**src/rtl/p405s_timerwdctl_if.sv**
```systemverilog
// Signal bundle between the p405s timer watchdog/FIT controller and its surroundings.
// The master side drives pulses, enables and SPR writes; the slave side returns status and resets.
interface p405s_timerwdctl_if;
    logic       wdPulse;
    logic       fitPulse;
    logic       wdIntrpEn;
    logic       fitIntrpEn;
    logic       wrcWrEn;
    logic [0:1] wrcWrData;
    logic       tsrClrEn;
    logic [0:2] tsrClrData;
    logic       tsrEnw;
    logic       tsrWis;
    logic       tsrFis;
    logic [0:1] tcrWrc;
    logic       wdIntrp;
    logic       fitIntrp;
    logic       enableNxtWdTic;
    logic       TIM_wdCoreRst;
    logic       TIM_wdChipRst;
    logic       TIM_wdSysRst;

    modport master (
        output wdPulse, fitPulse, wdIntrpEn, fitIntrpEn,
        output wrcWrEn, wrcWrData, tsrClrEn, tsrClrData,
        input  tsrEnw, tsrWis, tsrFis, tcrWrc, wdIntrp, fitIntrp,
        input  enableNxtWdTic, TIM_wdCoreRst, TIM_wdChipRst, TIM_wdSysRst
    );

    modport slave (
        input  wdPulse, fitPulse, wdIntrpEn, fitIntrpEn,
        input  wrcWrEn, wrcWrData, tsrClrEn, tsrClrData,
        output tsrEnw, tsrWis, tsrFis, tcrWrc, wdIntrp, fitIntrp,
        output enableNxtWdTic, TIM_wdCoreRst, TIM_wdChipRst, TIM_wdSysRst
    );
endinterface

```
**src/rtl/p405s_timerwdctl.sv**
```systemverilog
// Watchdog {ENW,WIS} sequencer, FIT status, sticky TCR[WRC] and the held watchdog reset request.
// Watchdog resets stay asserted from the expiring pulse until timResetL returns low.
module p405s_timerwdctl (
    input  logic                   CB,
    input  logic                   timResetL,
    p405s_timerwdctl_if.slave      tim
);
    localparam int unsigned WrcW = 2;
    localparam int unsigned ClrW = 3;

    typedef enum logic {RST_IDLE, RST_ACT} rstStateT;

    localparam logic [0:WrcW-1] WrcNone = WrcW'(0);
    localparam logic [0:WrcW-1] WrcCore = WrcW'(1);
    localparam logic [0:WrcW-1] WrcChip = WrcW'(2);
    localparam logic [0:WrcW-1] WrcSys  = WrcW'(3);

    rstStateT        rstState, rstStateNxt;
    logic            enw, enwNxt;
    logic            wis, wisNxt;
    logic            fis, fisNxt;
    logic [0:WrcW-1] wrc, wrcNxt;
    logic            coreRst, coreRstNxt;
    logic            chipRst, chipRstNxt;
    logic            sysRst, sysRstNxt;
    logic            enableTic_c;
    logic            qualPulse_c;
    logic            enwHwSet_c;
    logic            wisHwSet_c;
    logic [0:ClrW-1] clrMask_c;

    // State register; reset wins over every same-cycle input
    always_ff @(posedge CB) begin
        if (!timResetL) begin
            rstState <= RST_IDLE;
            enw      <= 1'b0;
            wis      <= 1'b0;
            fis      <= 1'b0;
            wrc      <= WrcNone;
            coreRst  <= 1'b0;
            chipRst  <= 1'b0;
            sysRst   <= 1'b0;
        end else begin
            rstState <= rstStateNxt;
            enw      <= enwNxt;
            wis      <= wisNxt;
            fis      <= fisNxt;
            wrc      <= wrcNxt;
            coreRst  <= coreRstNxt;
            chipRst  <= chipRstNxt;
            sysRst   <= sysRstNxt;
        end
    end

    // Next-state: hardware sets take priority over software write-1-to-clear
    always_comb begin
        rstStateNxt = rstState;
        enwNxt      = enw;
        wisNxt      = wis;
        fisNxt      = fis;
        wrcNxt      = wrc;
        coreRstNxt  = 1'b0;
        chipRstNxt  = 1'b0;
        sysRstNxt   = 1'b0;

        enableTic_c = (rstState == RST_IDLE);
        qualPulse_c = tim.wdPulse & enableTic_c;
        clrMask_c   = tim.tsrClrEn ? tim.tsrClrData : ClrW'(0);

        // ENW is driven to 1 by any pulse below state 11; WIS only by the 10 -> 11 step
        enwHwSet_c  = qualPulse_c & ~(enw & wis);
        wisHwSet_c  = qualPulse_c & enw & ~wis;

        enwNxt = enwHwSet_c    | (enw & ~clrMask_c[0]);
        wisNxt = wisHwSet_c    | (wis & ~clrMask_c[1]);
        fisNxt = tim.fitPulse  | (fis & ~clrMask_c[2]);

        if (tim.wrcWrEn && (wrc == WrcNone)) begin
            wrcNxt = tim.wrcWrData;
        end

        if (qualPulse_c && enw && wis && (wrc != WrcNone)) begin
            rstStateNxt = RST_ACT;
        end

        // WRC is already nonzero and frozen whenever the FSM is (or becomes) active
        if (rstStateNxt == RST_ACT) begin
            coreRstNxt = (wrc == WrcCore);
            chipRstNxt = (wrc == WrcChip);
            sysRstNxt  = (wrc == WrcSys);
        end
    end

    assign tim.tsrEnw         = enw;
    assign tim.tsrWis         = wis;
    assign tim.tsrFis         = fis;
    assign tim.tcrWrc         = wrc;
    assign tim.wdIntrp        = wis & tim.wdIntrpEn;
    assign tim.fitIntrp       = fis & tim.fitIntrpEn;
    assign tim.enableNxtWdTic = (rstState == RST_IDLE);
    assign tim.TIM_wdCoreRst  = coreRst;
    assign tim.TIM_wdChipRst  = chipRst;
    assign tim.TIM_wdSysRst   = sysRst;
endmodule
```
**src/flat_wrapper.sv**
```systemverilog
// flat-port wrapper written by rule: the top's interface ports become plain ports
module p405s_timerwdctl_flat 
  (CB, timResetL, tim_wdPulse, tim_fitPulse, tim_wdIntrpEn, tim_fitIntrpEn, tim_wrcWrEn, tim_wrcWrData, tim_tsrClrEn, tim_tsrClrData, tim_tsrEnw, tim_tsrWis, tim_tsrFis, tim_tcrWrc, tim_wdIntrp, tim_fitIntrp, tim_enableNxtWdTic, tim_TIM_wdCoreRst, tim_TIM_wdChipRst, tim_TIM_wdSysRst);
  p405s_timerwdctl_if tim_i ();
  input  logic CB;
  input  logic timResetL;
  input wire logic [$bits(tim_i.wdPulse)-1:0] tim_wdPulse;
  input wire logic [$bits(tim_i.fitPulse)-1:0] tim_fitPulse;
  input wire logic [$bits(tim_i.wdIntrpEn)-1:0] tim_wdIntrpEn;
  input wire logic [$bits(tim_i.fitIntrpEn)-1:0] tim_fitIntrpEn;
  input wire logic [$bits(tim_i.wrcWrEn)-1:0] tim_wrcWrEn;
  input wire logic [$bits(tim_i.wrcWrData)-1:0] tim_wrcWrData;
  input wire logic [$bits(tim_i.tsrClrEn)-1:0] tim_tsrClrEn;
  input wire logic [$bits(tim_i.tsrClrData)-1:0] tim_tsrClrData;
  output wire logic [$bits(tim_i.tsrEnw)-1:0] tim_tsrEnw;
  output wire logic [$bits(tim_i.tsrWis)-1:0] tim_tsrWis;
  output wire logic [$bits(tim_i.tsrFis)-1:0] tim_tsrFis;
  output wire logic [$bits(tim_i.tcrWrc)-1:0] tim_tcrWrc;
  output wire logic [$bits(tim_i.wdIntrp)-1:0] tim_wdIntrp;
  output wire logic [$bits(tim_i.fitIntrp)-1:0] tim_fitIntrp;
  output wire logic [$bits(tim_i.enableNxtWdTic)-1:0] tim_enableNxtWdTic;
  output wire logic [$bits(tim_i.TIM_wdCoreRst)-1:0] tim_TIM_wdCoreRst;
  output wire logic [$bits(tim_i.TIM_wdChipRst)-1:0] tim_TIM_wdChipRst;
  output wire logic [$bits(tim_i.TIM_wdSysRst)-1:0] tim_TIM_wdSysRst;
  assign tim_i.wdPulse = tim_wdPulse;
  assign tim_i.fitPulse = tim_fitPulse;
  assign tim_i.wdIntrpEn = tim_wdIntrpEn;
  assign tim_i.fitIntrpEn = tim_fitIntrpEn;
  assign tim_i.wrcWrEn = tim_wrcWrEn;
  assign tim_i.wrcWrData = tim_wrcWrData;
  assign tim_i.tsrClrEn = tim_tsrClrEn;
  assign tim_i.tsrClrData = tim_tsrClrData;
  assign tim_tsrEnw = tim_i.tsrEnw;
  assign tim_tsrWis = tim_i.tsrWis;
  assign tim_tsrFis = tim_i.tsrFis;
  assign tim_tcrWrc = tim_i.tcrWrc;
  assign tim_wdIntrp = tim_i.wdIntrp;
  assign tim_fitIntrp = tim_i.fitIntrp;
  assign tim_enableNxtWdTic = tim_i.enableNxtWdTic;
  assign tim_TIM_wdCoreRst = tim_i.TIM_wdCoreRst;
  assign tim_TIM_wdChipRst = tim_i.TIM_wdChipRst;
  assign tim_TIM_wdSysRst = tim_i.TIM_wdSysRst;
  p405s_timerwdctl u_core (.CB(CB), .timResetL(timResetL), .tim(tim_i));
endmodule
```
**config.mk**
```make
export PLATFORM = sky130hd
export DESIGN_NAME = p405s_timerwdctl_flat
export DESIGN_NICKNAME = d
export VERILOG_FILES = /design/src/rtl/p405s_timerwdctl_if.sv /design/src/rtl/p405s_timerwdctl.sv /design/src/flat_wrapper.sv
export SDC_FILE = /design/constraint.sdc
export NUM_CORES = 1
export LEC_CHECK = 0
export BUFFER_PORTS_ARGS = -buffer_cell sky130_fd_sc_hd__buf_2
export CAP_MARGIN = 20
export CORE_AREA = 5 5 42 44
export CTS_CLUSTER_DIAMETER = 30
export DETAILED_ROUTE_END_ITERATION = 10
export DIE_AREA = 0 0 47 49
export PLACE_DENSITY = 0.68
export SETUP_SLACK_MARGIN = 0.05
export SLEW_MARGIN = 30
export SYNTH_ARGS = -nofsm -noshare
export SYNTH_HDL_FRONTEND = slang
export SYNTH_SLANG_ARGS = --single-unit
```
**constraint.sdc**
```tcl
create_clock -name CB -period 0.8 [get_ports CB]
set_clock_uncertainty 0.05 [all_clocks]
set_input_delay 0.04 -clock CB [delete_from_list [all_inputs] [get_ports CB]]
set_output_delay 0.04 -clock CB [all_outputs]
set_load 0.01 [all_outputs]
```
* After elaboration in Yosys (flattened, before gate mapping)
Cells that the tools add are included.
** Word-level totals
- RAM bits :: 0
- Latch bits :: 0
- Register bits after elaboration :: 9
- Memories :: 0
- Word-level logic and storage cells :: 39
- Bits of input ports :: 13
- Output and inout bits :: 11
- Memory bits (read-only) :: 0
** Operators by class
- Equal/unequal tests :: 3
- Magnitude comparators :: 0
- Bitwise operators :: 19
- Multipliers :: 0
- Div/mod/pow operators :: 0
- Reductions and logical operators :: 7
- Multiplexer cells :: 2
- $add $sub $neg :: 0
- Shifts and indexed selects :: 0
** Operators by type and width (count)
- bitwise AND 1 bit :: 10
- inverter 1 bit :: 6
- equality test 2 bit (second input constant) :: 2
- logical AND 1 bit :: 4
- two-way mux 3 bit :: 1
- bitwise OR 1 bit :: 3
- equality test 2 x 1 -> 1 bit (second input constant) :: 1
- logical NOT 2 bit :: 1
- AND reduction 2 bit :: 1
- nonzero test 2 bit :: 1
- two-way mux 1 bit :: 1

* Depth between registers and ports, before layout
- Depth after elaboration :: 7
- Depth in mapped cells :: 3
- Mapped depth without buffers :: 3

* Worst setup path before layout
OpenSTA, ideal clock, no wires.
- Kind :: reg-to-reg
- Start :: register u_core.wis, in the netlist u_core.tim.tsrWis
- End :: register u_core.coreRst, in the netlist u_core.tim.TIM_wdCoreRst
- Required time :: 624 ps
- Clock period less this slack :: 932 ps
- Arrival time :: 756 ps
- Setup time :: 126 ps
- Path slack :: -132 ps
- Path buffers :: 0
- Stages on the path, launching flop included :: 4
- Cell sequence :: dfxtp_1 -> and3_1 -> o21ai_2 -> nor3b_2
** On the way
- Word-level cells in the longest chain between the ends :: 4
** Ends and longest elaborated chain
- start, declared :: line p405s_timerwdctl.sv:20 : logic wis, wisNxt;
- start signal, assigned :: line p405s_timerwdctl.sv:46 : wis <= wisNxt;
- logical AND 1 bit (2 in series) :: line p405s_timerwdctl.sv:82 : if (qualPulse_c && enw && wis && (wrc != WrcNone)) begin
- two-way mux 1 bit :: line p405s_timerwdctl.sv:82
- AND reduction 2 bit (no source line)
- end signal, assigned :: line p405s_timerwdctl.sv:49 : coreRst <= coreRstNxt;
- end, declared :: line p405s_timerwdctl.sv:23 : logic coreRst, coreRstNxt;
Every way passes these cells.
A chain may end at the register's enable or synchronous reset.

* Worst setup path in the final report
- Start :: register u_core.wis, in the netlist u_core.tim.tsrWis
- End :: output tim_wdIntrp
** On the way
- Word-level cells in the longest chain between the ends :: 1
** Ends and longest elaborated chain
- bitwise AND 1 bit :: line p405s_timerwdctl.sv:98 : assign tim.wdIntrp = wis & tim.wdIntrpEn;
- end, declared :: line flat_wrapper.sv:19 : output wire logic [$bits(tim_i.wdIntrp)-1:0] tim_wdIntrp;
Every way passes these cells.

==> metrics <==
status finished, violations left; failing checks setup timing; syn avg cell area 9.03 um2; H-Tree Depth 1; crit end category primary output; Reg area 195 um2; core area 1400 um2; CTS clk-pin slew, worst paths 0.06 ns; routed wire length 904 um; layout cell share with drive strength beyond 1 0.671; Switching Share 0.233; global-route wire length before repair 1.51 mm; global routing's busiest layer met2; synth unique cells 16; sw power 235 uW; CTS tree done; cell area after layout 646 um2; power share of the combinational group 0.187; leak pwr 0.000291 uW; RSZ-0062 raised after global routing yes; final worst slack -0.208 ns; mean routed wirelength per cell 10.5 um; # fillers 142; Rows 14; met1 Use GR 0.0951; vias in the first global route 358; worst hold-check path type in2reg; slew margin rel. 0.882; Seq/Total Area, Yosys 0.539; Finish-stage setup viols 13; die area 2300 um2; most frequent cells in the layout 15 x buf_2, 10 x buf_6, 6 x nand2_1; max-cap viol count 0; Startpoint Class register; DP Area 505 um2; leading area contributor after synthesis dfxtp_1; commonest non-fill, non-tap cell in the layout buf_2; worst path required time 0.71 ns; Starting Density 0.238; I/O Buffers 23; FMAX 992 MHz; synth warn 0; crit share post-route 1.26; final slew viol count 0; Die Span Y 49 um; chip width 47 um; CTS max path bufs 2; share of the synthesized area in the top cell type 0.539; n_diodes 0; clk sink count 9; syn_nets 50; area occupied by multi-input gates 174 um2; CTS Buf Count 3; Area growth, synth to finish 93.3%; HPWL Detailed 676 um; crit-path max FO 4; #FFs+latches synth 9; ANT nets after route 0; Cell Pwr Density 1570 nW/um2; maximum vdd drop 0.928 mV; Power Internal 776 uW; Mapped Area 334 um2; Placer Congestion 0.808; initial antenna violation count 0; Mapped Cells 37; Via-to-Cell Ratio 4.35; Hold Vio Cnt, Final 0; largest net degree at the start of global routing 8; DR vias 374; Final Critical Period 1.01 ns; drt drc 0; GRT met2 Usage 0.149; crit path DAT 0.92 ns; Overall Global Routing Usage 0.0903; GR Util met3 0.0258; clock group share of total power 0.329; measured slew at the worst slew-check pin 0.176 ns; GRT overflow 0; worst setup path class reg2out; Clock Root Buffer clkbuf_4; I/O pin cnt 24; Seq pwr share 0.484; total power 1010 uW; 1st-iter DRT viols 3; First-pass DRT Iterations 2; synth top area cells dfxtp_1 54%, nand2_1 6.7%, nor2b_1 5.6%; Clk Latency, worst-skew pair 0.25 ns; Final nets 84
## cell usage after synthesis
cell	n
a21oi_1	1
a31oi_1	2
a32oi_1	1
and2_1	1
and2_2	1
and3_1	1
dfxtp_1	9
inv_1	2
nand2_1	6
nand3_1	1
nor2_1	4
nor2b_1	3
nor3_1	2
nor3b_2	1
o21a_1	1
o21ai_2	1
## final cells by class
type	count	area share
inverters	2	0.0155
clock buffers	4	0.0407
well taps	16	0.0310
flip-flops and latches	9	0.302
multi-input cells	26	0.269
repair buffers	29	0.341
## repair_timing
item / CTS / global route
hold buffers: 1 / 0
resized for setup: 14 / 6
hold endpoints to repair: 1 / 0
endpoints found under the setup margin: 19 / 20
pin swaps: 3 / 2
buffers inserted: 2 / 2
## through the flow
| stage | util | TNS [ns] | std cells | setup WS [ns] | hold WS [ns] |
|---|---|---|---|---|---|
| floorplan | - | -0.396 | 37 | -0.0984 | 0.102 |
| global route | 0.461 | -2.19 | 86 | -0.242 | 0.0264 |
| CTS | 0.440 | -1.63 | 85 | -0.221 | 0.00595 |
| global placement | 0.361 | -0.308 | 78 | -0.0722 | 0.217 |
| finish | 0.461 | -1.61 | 86 | -0.208 | 0.000844 |
| detailed placement | 0.361 | -0.396 | 78 | -0.0928 | 0.228 |
## power by group through the flow
stage	registers, uW	logic [uW]	clock network (uW)
floorplan	508	44.0	0
global placement	498	129	0
detailed placement	499	130	0
CTS	487	172	352
global route	493	209	384
finish	489	189	333
## worst paths after layout
check,from,end,slack [ns],depth (start not counted)
worst max-delay path,u_core.tim.tsrWis$_SDFF_PN0_,tim_wdIntrp,-0.21,3
worst min-delay path,tim_wrcWrData[0],u_core.tim.tcrWrc[1]$_SDFFE_PN0P_,0.0008,3
worst max register to register,u_core.tim.tsrWis$_SDFF_PN0_,u_core.rstState$_SDFF_PN0_,-0.20,4
worst min register to register,u_core.tim.tcrWrc[1]$_SDFFE_PN0P_,u_core.tim.TIM_wdChipRst$_SDFF_PN0_,0.43,1
## registers in the layout (all words and copies together), names as in the netlist
name and flops:
u_core.rstState 1, u_core.tim.tsrEnw 1, u_core.tim.TIM_wdChipRst 1, u_core.tim.tcrWrc 2, u_core.tim.tsrFis 1, u_core.tim.TIM_wdSysRst 1
u_core.tim.TIM_wdCoreRst 1, u_core.tim.tsrWis 1
## kinds of logic after synthesis
logic type,after synthesis,share of synthesized area
buffers and inverters,2,0.0225
AND/OR/NAND/NOR,20,0.311
AO/OA/AOI/OAI,6,0.127
flip-flops,9,0.539
## critical path, stage by stage (launching register included)
cell and delay [ns]:
dfxtp_2 0.32, buf_6 0.11, and2_4 0.12, buf_6 0.11
## metal layers
layer | share of wire | vias up | wire [um]
li1 | - | 192 | -
met1 | 0.36 | 173 | 324
met2 | 0.56 | 7 | 510
met3 | 0.052 | 2 | 47
met4 | 0.024 | 0 | 22
met5 | 0 | - | 0
Power figures use the tool's default switching activity.
